<file path="src/rtl/alu_core.sv">
// Registered ALU: single-cycle logic/arith/shift ops, 32-cycle Booth multiply and signed divide.
// Optional ALU_DIV_ERR_EN adds a div_err output flagging divide-by-zero.
module alu_core #(
  parameter int WIDTH = 32
) (
  input  logic               clk,
  input  logic               reset_n,
  input  logic               AND,
  input  logic               OR,
  input  logic               ADD,
  input  logic               SUB,
  input  logic               MUL,
  input  logic               DIV,
  input  logic               SHR,
  input  logic               SHL,
  input  logic               ROR,
  input  logic               ROL,
  input  logic               NEG,
  input  logic               NOT,
  input  logic               IncPC,
  input  logic [WIDTH-1:0]   A,
  input  logic [WIDTH-1:0]   B,
  output logic [2*WIDTH-1:0] C,
  output logic               busy,
  output logic               done
`ifdef ALU_DIV_ERR_EN
  ,
  output logic               div_err
`endif
);

  localparam int SW = $clog2(WIDTH);

  typedef enum logic [3:0] {
    OP_NONE, OP_AND, OP_OR, OP_ADD, OP_SUB, OP_MUL, OP_DIV,
    OP_SHR, OP_SHL, OP_ROR, OP_ROL, OP_NEG, OP_NOT, OP_INC
  } op_t;

  op_t op;

  always_comb begin
    op = OP_NONE;
    if      (AND)   op = OP_AND;
    else if (OR)    op = OP_OR;
    else if (ADD)   op = OP_ADD;
    else if (SUB)   op = OP_SUB;
    else if (MUL)   op = OP_MUL;
    else if (DIV)   op = OP_DIV;
    else if (SHR)   op = OP_SHR;
    else if (SHL)   op = OP_SHL;
    else if (ROR)   op = OP_ROR;
    else if (ROL)   op = OP_ROL;
    else if (NEG)   op = OP_NEG;
    else if (NOT)   op = OP_NOT;
    else if (IncPC) op = OP_INC;
  end

  // 4-bit lookahead group: returns {group generate, group propagate, sum}
  function automatic logic [5:0] cla4(input logic [3:0] a, input logic [3:0] b,
                                      input logic ci);
    logic [3:0] g, p, c;
    logic gg, pg;
    g = a & b;
    p = a ^ b;
    c[0] = ci;
    c[1] = g[0] | (p[0] & ci);
    c[2] = g[1] | (p[1] & g[0]) | (p[1] & p[0] & ci);
    c[3] = g[2] | (p[2] & g[1]) | (p[2] & p[1] & g[0]) | (p[2] & p[1] & p[0] & ci);
    gg = g[3] | (p[3] & g[2]) | (p[3] & p[2] & g[1]) | (p[3] & p[2] & p[1] & g[0]);
    pg = &p;
    return {gg, pg, p ^ c};
  endfunction

  logic [WIDTH-1:0]   add_b;
  logic [WIDTH-1:0]   sum;
  logic [WIDTH/4:0]   gc;
  logic [5:0]         grp;

  always_comb begin
    add_b  = (op == OP_SUB) ? ~B : B;
    gc     = '0;
    gc[0]  = (op == OP_SUB);
    sum    = '0;
    grp    = '0;
    for (int unsigned i = 0; i < WIDTH/4; i++) begin
      grp = cla4(A[4*i +: 4], add_b[4*i +: 4], gc[i]);
      sum[4*i +: 4] = grp[3:0];
      gc[i+1] = grp[5] | (grp[4] & gc[i]);
    end
  end

  logic               sh_big;
  logic [SW-1:0]      amt;
  logic [2*WIDTH-1:0] ror_w, rol_w;
  logic [2*WIDTH-1:0] res;

  always_comb begin
    sh_big = |B[WIDTH-1:SW];
    amt    = B[SW-1:0];
    ror_w  = {A, A} >> amt;
    rol_w  = {A, A} << amt;
    res    = '0;
    case (op)
      OP_AND: res[WIDTH-1:0] = A & B;
      OP_OR:  res[WIDTH-1:0] = A | B;
      OP_ADD,
      OP_SUB: res = {{WIDTH{sum[WIDTH-1]}}, sum};
      OP_SHR: res[WIDTH-1:0] = sh_big ? '0 : (A >> amt);
      OP_SHL: res[WIDTH-1:0] = sh_big ? '0 : (A << amt);
      OP_ROR: res[WIDTH-1:0] = ror_w[WIDTH-1:0];
      OP_ROL: res[WIDTH-1:0] = rol_w[2*WIDTH-1:WIDTH];
      OP_NEG: res[WIDTH-1:0] = ~B + WIDTH'(1);
      OP_NOT: res[WIDTH-1:0] = ~B;
      OP_INC: res[WIDTH-1:0] = B + WIDTH'(4);
      default: res = '0;
    endcase
  end

  // Booth register {hi (sign-extended one bit), lo = multiplier, q-1}
  logic [2*WIDTH+1:0] prod, prod_nx;
  logic [WIDTH:0]     mcand, hi_sum;

  always_comb begin
    case (prod[1:0])
      2'b01:   hi_sum = prod[2*WIDTH+1:WIDTH+1] + mcand;
      2'b10:   hi_sum = prod[2*WIDTH+1:WIDTH+1] - mcand;
      default: hi_sum = prod[2*WIDTH+1:WIDTH+1];
    endcase
    prod_nx = {hi_sum[WIDTH], hi_sum, prod[WIDTH:1]};
  end

  // Restoring division on magnitudes; signs are applied on the final step
  logic [WIDTH-1:0] rem, quo, dvs, a_cap;
  logic             neg_q, neg_r, is_div;
  logic [WIDTH:0]   shifted;
  logic             ge;
  logic [WIDTH-1:0] rem_nx, quo_nx, q_fin, r_fin;
  logic [2*WIDTH-1:0] div_res;
  logic             dvs_zero;

  always_comb begin
    shifted  = {rem, quo[WIDTH-1]};
    ge       = shifted >= {1'b0, dvs};
    rem_nx   = ge ? (shifted[WIDTH-1:0] - dvs) : shifted[WIDTH-1:0];
    quo_nx   = {quo[WIDTH-2:0], ge};
    q_fin    = neg_q ? (~quo_nx + WIDTH'(1)) : quo_nx;
    r_fin    = neg_r ? (~rem_nx + WIDTH'(1)) : rem_nx;
    dvs_zero = (dvs == '0);
    div_res  = dvs_zero ? {a_cap, {WIDTH{1'b1}}} : {r_fin, q_fin};
  end

  logic [SW-1:0] cnt;
  logic          wr;

  always_ff @(posedge clk or negedge reset_n) begin
    if (!reset_n) begin
      C      <= '0;
      busy   <= 1'b0;
      done   <= 1'b0;
      wr     <= 1'b0;
      cnt    <= '0;
      is_div <= 1'b0;
      prod   <= '0;
      mcand  <= '0;
      rem    <= '0;
      quo    <= '0;
      dvs    <= '0;
      a_cap  <= '0;
      neg_q  <= 1'b0;
      neg_r  <= 1'b0;
`ifdef ALU_DIV_ERR_EN
      div_err <= 1'b0;
`endif
    end else begin
      wr   <= 1'b0;
      done <= wr;
      if (busy) begin
        cnt  <= cnt + 1'b1;
        prod <= prod_nx;
        rem  <= rem_nx;
        quo  <= quo_nx;
        if (&cnt) begin
          C    <= is_div ? div_res : prod_nx[2*WIDTH:1];
          busy <= 1'b0;
          wr   <= 1'b1;
`ifdef ALU_DIV_ERR_EN
          div_err <= is_div & dvs_zero;
`endif
        end
      end else begin
        case (op)
          OP_NONE: ;
          OP_MUL: begin
            busy   <= 1'b1;
            is_div <= 1'b0;
            cnt    <= '0;
            mcand  <= {A[WIDTH-1], A};
            prod   <= {{(WIDTH+1){1'b0}}, B, 1'b0};
          end
          OP_DIV: begin
            busy   <= 1'b1;
            is_div <= 1'b1;
            cnt    <= '0;
            a_cap  <= A;
            rem    <= '0;
            quo    <= A[WIDTH-1] ? (~A + WIDTH'(1)) : A;
            dvs    <= B[WIDTH-1] ? (~B + WIDTH'(1)) : B;
            neg_q  <= A[WIDTH-1] ^ B[WIDTH-1];
            neg_r  <= A[WIDTH-1];
          end
          default: begin
            C  <= res;
            wr <= 1'b1;
`ifdef ALU_DIV_ERR_EN
            div_err <= 1'b0;
`endif
          end
        endcase
      end
    end
  end

endmodule

</file>
<file path="config.mk">
export PLATFORM = sky130hd
export DESIGN_NAME = alu_core
export DESIGN_NICKNAME = d
export VERILOG_FILES = /design/src/rtl/alu_core.sv
export SDC_FILE = /design/constraint.sdc
export NUM_CORES = 2
export LEC_CHECK = 0
export ABC_AREA = 1
export CELL_PAD_IN_SITES_DETAIL_PLACEMENT = 0
export CELL_PAD_IN_SITES_GLOBAL_PLACEMENT = 2
export CORE_MARGIN = 4
export CORE_UTILIZATION = 37
export DETAILED_ROUTE_END_ITERATION = 10
export DONT_BUFFER_PORTS = 1
export HOLD_SLACK_MARGIN = 0.06
export PLACE_DENSITY_LB_ADDON = 0.1
export SLEW_MARGIN = 20
export SYNTH_ARGS = -nofsm -noshare
export SYNTH_HDL_FRONTEND = slang
export SYNTH_SLANG_ARGS = --single-unit
</file>
<file path="constraint.sdc">
create_clock -name clk -period 5.6 [get_ports clk]
set_input_delay 1.68 -clock clk [delete_from_list [all_inputs] [get_ports clk]]
set_output_delay 1.68 -clock clk [all_outputs]
set_load 0.01 [all_outputs]
</file>
# --- After elaboration in Yosys (flattened, before gate mapping) ---
# Cells that the tools add are included.
# Widths: inputs -> output; s select.
totals:
  ff_bits: 301
  inputBits: 79
  wordCells: 333
classes:
  n_addsub: 9
  order_cmp: 1
  eq_ne: 17
  shifts: 4
  mux: 44
  bitwise_logic: 222
  reduce_logical: 22
op_table:
  columns: ["cell", "count"]
  rows:
  - ["$mux 32", 13]
  - ["$mux 64", 5]
  - ["$pmux 32 s10", 1]
  - ["$mux 66", 2]
  - ["$add 32x1->32 const B", 4]
  - ["$not 32->32", 4]
  - ["$and 1x1->1", 114]
  - ["$or 1x1->1", 76]
  - ["$pmux 33 s2", 1]
  - ["$shl 64x5->64", 1]
  - ["$shr 64x5->32", 1]
  - ["$xor 4x4->4", 16]
  - ["$mux 4", 13]
  - ["$add 33x33->33", 1]
  - ["$ge 33x32->1", 1]
  - ["$sub 33x33->33", 1]
  - ["$add 32x3->32 const B", 1]
  - ["$and 32x32->32", 1]
  - ["$logic_not 32->1", 1]
  - ["$or 32x32->32", 1]
  - ["$shl 32x5->32", 1]
  - ["$shr 32x5->32", 1]
  - ["$sub 32x32->32", 1]
  - ["$and 4x4->4", 7]
  - ["other kinds (22)", 51]

# --- Depth between registers and ports, before layout ---
depth:
  depth_word: 39
  ltp_mapped: 41

# --- Least setup slack after synthesis ---
# OpenSTA, ideal clock, no wires.
synth_path:
  path_type: "input to register"
  startpoint: "input port SHR"
  endpoint: "register C[29]"
  setup_time_ns: 0.129
  t_arrival_ns: 5.553
  required_ns: 5.471
  setup_slack_ns: -0.082
  path_stages: 30
  path_cell_list: "nor4_1 nand2_1 a21oi_2 nor2_4 nand4_4 buf_1 xor2_1 ha_1 nand4_1 o21bai_2 nand2_1 nand2_1 nand2_1 nand2_1 nand2_1 nand2_1 nand2_1 nand2_1 nand2_1 nand2_1 nand2_1 nand2_1 inv_1 fa_1 xor2_1 o22ai_1 nor4_1 nor2_1 a21oi_1 o21ai_1"
synth_via:
  elab_chain_len: 33
  elab_cells_between_ends: 125
synth_lines:
  columns: ["element", "line", "source"]
  rows:
  - ["start, declared", "14", "input logic SHR,"]
  - ["$mux 4 *", "49", "else if (SHR) op = OP_SHR;"]
  - ["$mux 4 *", "48", "else if (DIV) op = OP_DIV;"]
  - ["$mux 4 *", "47", "else if (MUL) op = OP_MUL;"]
  - ["$mux 4 *", "46", "else if (SUB) op = OP_SUB;"]
  - ["$mux 4 *", "45", "else if (ADD) op = OP_ADD;"]
  - ["$mux 4 *", "44", "else if (OR) op = OP_OR;"]
  - ["$mux 4 *", "43", "if (AND) op = OP_AND;"]
  - ["$eq 4x3->1", "80, 82, 103", null]
  - ["[... 17 more ...]", null, null]
  - ["$and 1x1->1", "88", "gc[i+1] = grp[5] | (grp[4] & gc[i]);"]
  - ["$or 1x1->1", "88", null]
  - ["$and 1x1->1", "66", "c[1] = g[0] | (p[0] & ci);"]
  - ["$or 1x1->1", "66", null]
  - ["$xor 4x4->4", "71", "return {gg, pg, p ^ c};"]
  - ["$pmux 32 s10", "103", "case (op)"]
  - ["$mux 64", "191", "case (op)"]
  - ["$mux 64", "177", "if (busy) begin"]
  - ["end signal, assigned", "183", "C <= is_div ? div_res : prod_nx[2*WIDTH:1];"]
  - ["end signal, assigned", "212", "C <= res;"]
  - ["end, declared", "23", "output logic [2*WIDTH-1:0] C,"]
# Every way passes the cells marked *; elsewhere a longest branch is shown, timed or not. The select of a mux whose other input is x is not followed.
# A chain may end at the register's enable or synchronous reset.

# --- Worst setup path after layout ---
layout_path:
  startpoint: "input port NEG"
  endpoint: "register C[29]"
layout_via:
  elab_chain_len: 37
  elab_cells_between_ends: 129
layout_lines:
  columns: ["element", "line", "source"]
  rows:
  - ["start, declared", "18", "input logic NEG,"]
  - ["$mux 4 *", "53", "else if (NEG) op = OP_NEG;"]
  - ["$mux 4 *", "52", "else if (ROL) op = OP_ROL;"]
  - ["$mux 4 *", "51", "else if (ROR) op = OP_ROR;"]
  - ["$mux 4 *", "50", "else if (SHL) op = OP_SHL;"]
  - ["$mux 4 *", "49", null]
  - ["$mux 4 *", "48", null]
  - ["$mux 4 *", "47", null]
  - ["$mux 4 *", "46", null]
  - ["[... 21 more ...]", null, null]
  - ["$and 1x1->1", "88", null]
  - ["$or 1x1->1", "88", null]
  - ["$and 1x1->1", "66", null]
  - ["$or 1x1->1", "66", null]
  - ["$xor 4x4->4", "71", null]
  - ["$pmux 32 s10", "103", null]
  - ["$mux 64", "191", null]
  - ["$mux 64", "177", null]
# Marked as above.

==> reports/metrics.csv <==
metric;value;unit
status;completed;
Global Route Usage Sum;0.3631;
routability cong.;1.019;
Routed Antenna Nets;0;
final worst path period need;5.310;ns
largest area contributor in the netlist;dfrtp_1;
sequential fraction of the synthesis area;0.2600;
gr ovfl total;0;
port bufs;0;
Final Cycle Share;0.9482;
initial antenna violation count;5;
die area;0.08229;mm^2
CP max stage delay;0.37;ns
CP required;6.04;ns
Cell variety after synth;79;
Maximum Capacitance Violations;0;
largest net degree at the start of global routing;300;
cts hold-fix bufs;0;
Max VDD drop;291.8;uV
Iter 0 DRT Violations;3554;
clk_lat worst skew;0.59;ns
Synth Warn #;0;
area share of the largest cell type after synthesis;0.2600;
Worst-path clk slew;0.06;ns
Starting Density;0.3763;
Main synth FF type;dfrtp_1;
Post-Synthesis Cells;4459;
Crit Path Max Fanout;12;
Startpoint Class;input pin;
final setup vio count;0;
Critical Path Sink Type;register;
Synth Area in Compound Gates;0.2473;
FMAX;188.3;MHz
vias per cell;5.855;
largest family of logic cells by synthesized area;simple AND/OR/NAND/NOR gates;
met2 wire len;68870;um
Layout Nets;4628;
Post-synth EDFFs;0;
DRT met1 WL;63430;um
Crit path arrival time;5.75;ns
Die Y;286.9;um
Design Power;0.01998;W
met3 wire length;11740;um
Reg area;0.007486;mm^2
Top cell by count, worst path;nand2_1;
drt pass-1 iters;6;
clock sink count;299;
# fillers;8389;
Post-Synth Adder-Cell Area;0.05453;
Hold Fails Final Rpt;0;
Placed Cells;5414;
worst hold path type;register to register;
HPWL after DPL;116700;um
CP Class;input pin to register;
DP Worst Slack;-0.3723;ns
syn_nets;4658;
Slew HR;0.2479;
total CTS buffers;41;
Post-synth top cells;nand2_1, o21ai_0, inv_1;
pwr dens;626.1;mW/mm^2
Slew Limit Fails;0;
chip width;286.9;um
Remaining DRCs;0;
multiplexer area fraction after synthesis;0.01000;
count leader, synth;nand2_1;
Max Used Layer;met5;
Max Root-Sink Buffers;3;
Area Overhead vs Synth;10.93;%
Row Count;101;
Synth async-reset ratio;1.000;
global-route wire length before repair;219100;um
CTS tree;yes;
core area;0.07645;mm^2
setup ws final;0.2902;ns
vias in the first global route;30610;
clk_skew;0.04865;ns
synth top area cells;dfrtp_1, nand2_1, o21ai_0, inv_1, a21oi_1;
via count;32140;
#FFs+latches synth;299;
Slowest-stage cell, CP;fa_1;
Post-Synth XOR/XNOR Area;0.05936;
share of post-route cells with drive strength above 1;0.08029;
Slew @ Worst Pin;1.128;ns
H-tree levels;2;
WL final;154700;um
clk root buf;clkbuf_16;
leakage power;14.77;nW
wire per inst;28.19;um
Simple-Gate Fraction of Synth Area;0.2693;
Synth Cell Area;0.02877;mm^2
area of the multi-input gates;0.01849;mm^2
post-route non-filler standard cell count;5490;
IO Count;145;
Avg Cell Area, Syn;6.453;um^2
==> cell usage in the layout (no fill, tap or decap), drive strengths merged, types with 82 or more instances in the layout <==
| cell | instances |
|---|---|
| nor2 | 377 |
| buf | 190 |
| nand3 | 232 |
| xor2 | 165 |
| ha | 111 |
| nand2 | 1063 |
| dfrtp | 299 |
| inv | 468 |
| a21oi | 298 |
| o211ai | 82 |
| o21ai | 602 |
==> critical path, delay by kind of cell <==
kind,cells,cell delay [ns]
and+or+nand+nor,19,1.92
adders and majority gates,2,0.73
AOI/OAI and AO/OA,5,0.61
buffers and inverters,4,0.46
xor gates and xnor gates,2,0.32
==> registers in the layout (all words and copies together), names as in the netlist, 5 cells and up <==
register	cells
prod	65
a_cap	32
C	64
mcand	32
rem	32
cnt	5
dvs	32
quo	32
==> per-stage QoR <==
step | TNS [ns] | hold WS, ns | utilization | cell area (um^2)
final | 0 | 0.3608 | 0.4175 | 31920
after global routing | -0.02465 | 0.3714 | 0.4174 | 31910
after CTS | 0 | 0.3636 | 0.4168 | 31870
after detailed placement | -2.383 | 0.3444 | 0.3992 | 30520
after global placement | -2.023 | 0.3401 | 0.3992 | 30520
after floorplan | 0 | 0.3312 | - | 28770
==> logic make-up after synthesis <==
kind of cell / after synthesis
compound gates: 1223
xor+xnor: 195
fa+ha+maj: 120
buf+inv: 741
flops: 299
mux: 28
simple gates: 1853
==> final timing paths <==
kind	end	slack, ns	depth (start not counted)	start
worst max-delay path	C[29]	0.29	32	NEG
worst min-delay path	done	0.36	0	wr
worst max register to register	C[63]	0.46	30	mcand[2]
worst min register to register	done	0.36	0	wr
max in group asynchronous	prod[59]	3.89	0	reset_n
min in group asynchronous	rem[28]	0.79	0	reset_n
==> per-layer routing <==
layer | track usage | vias to the layer above
li1 | - | 14920
met2 | 0.5824 | 1387
met1 | 0.4616 | 15430
met3 | 0.06455 | 396
met4 | 0.2050 | 8
met5 | 0 | -
==> area by class of cell <==
| cell class | count | area share |
|---|---|---|
| Clock buffer | 57 | 0.03626 |
| Timing Repair Buffer | 190 | 0.04704 |
| Inverter | 478 | 0.05629 |
| Tap cell | 1030 | 0.04038 |
| Clock inverter | 16 | 0.005959 |
| Multi-Input combinational cell | 3419 | 0.5794 |
| Sequential cell | 299 | 0.2345 |
| Antenna cell | 1 | 0.00007840 |
==> power by group <==
group	internal, W	switching (W)	total (W)
logic	0.00440	0.00855	0.0130
registers	0.00324	0.00108	0.00432
clock network	0.00159	0.00112	0.00271
total	0.00923	0.0108	0.0200
==> what timing repair did <==
item	in CTS	in global routing
setup buffers	0	2
endpoints found under the hold margin	0	0
resized for setup	0	8
setup endpoints to repair	0	4
No activity file was read; power rests on OpenSTA's default activity.
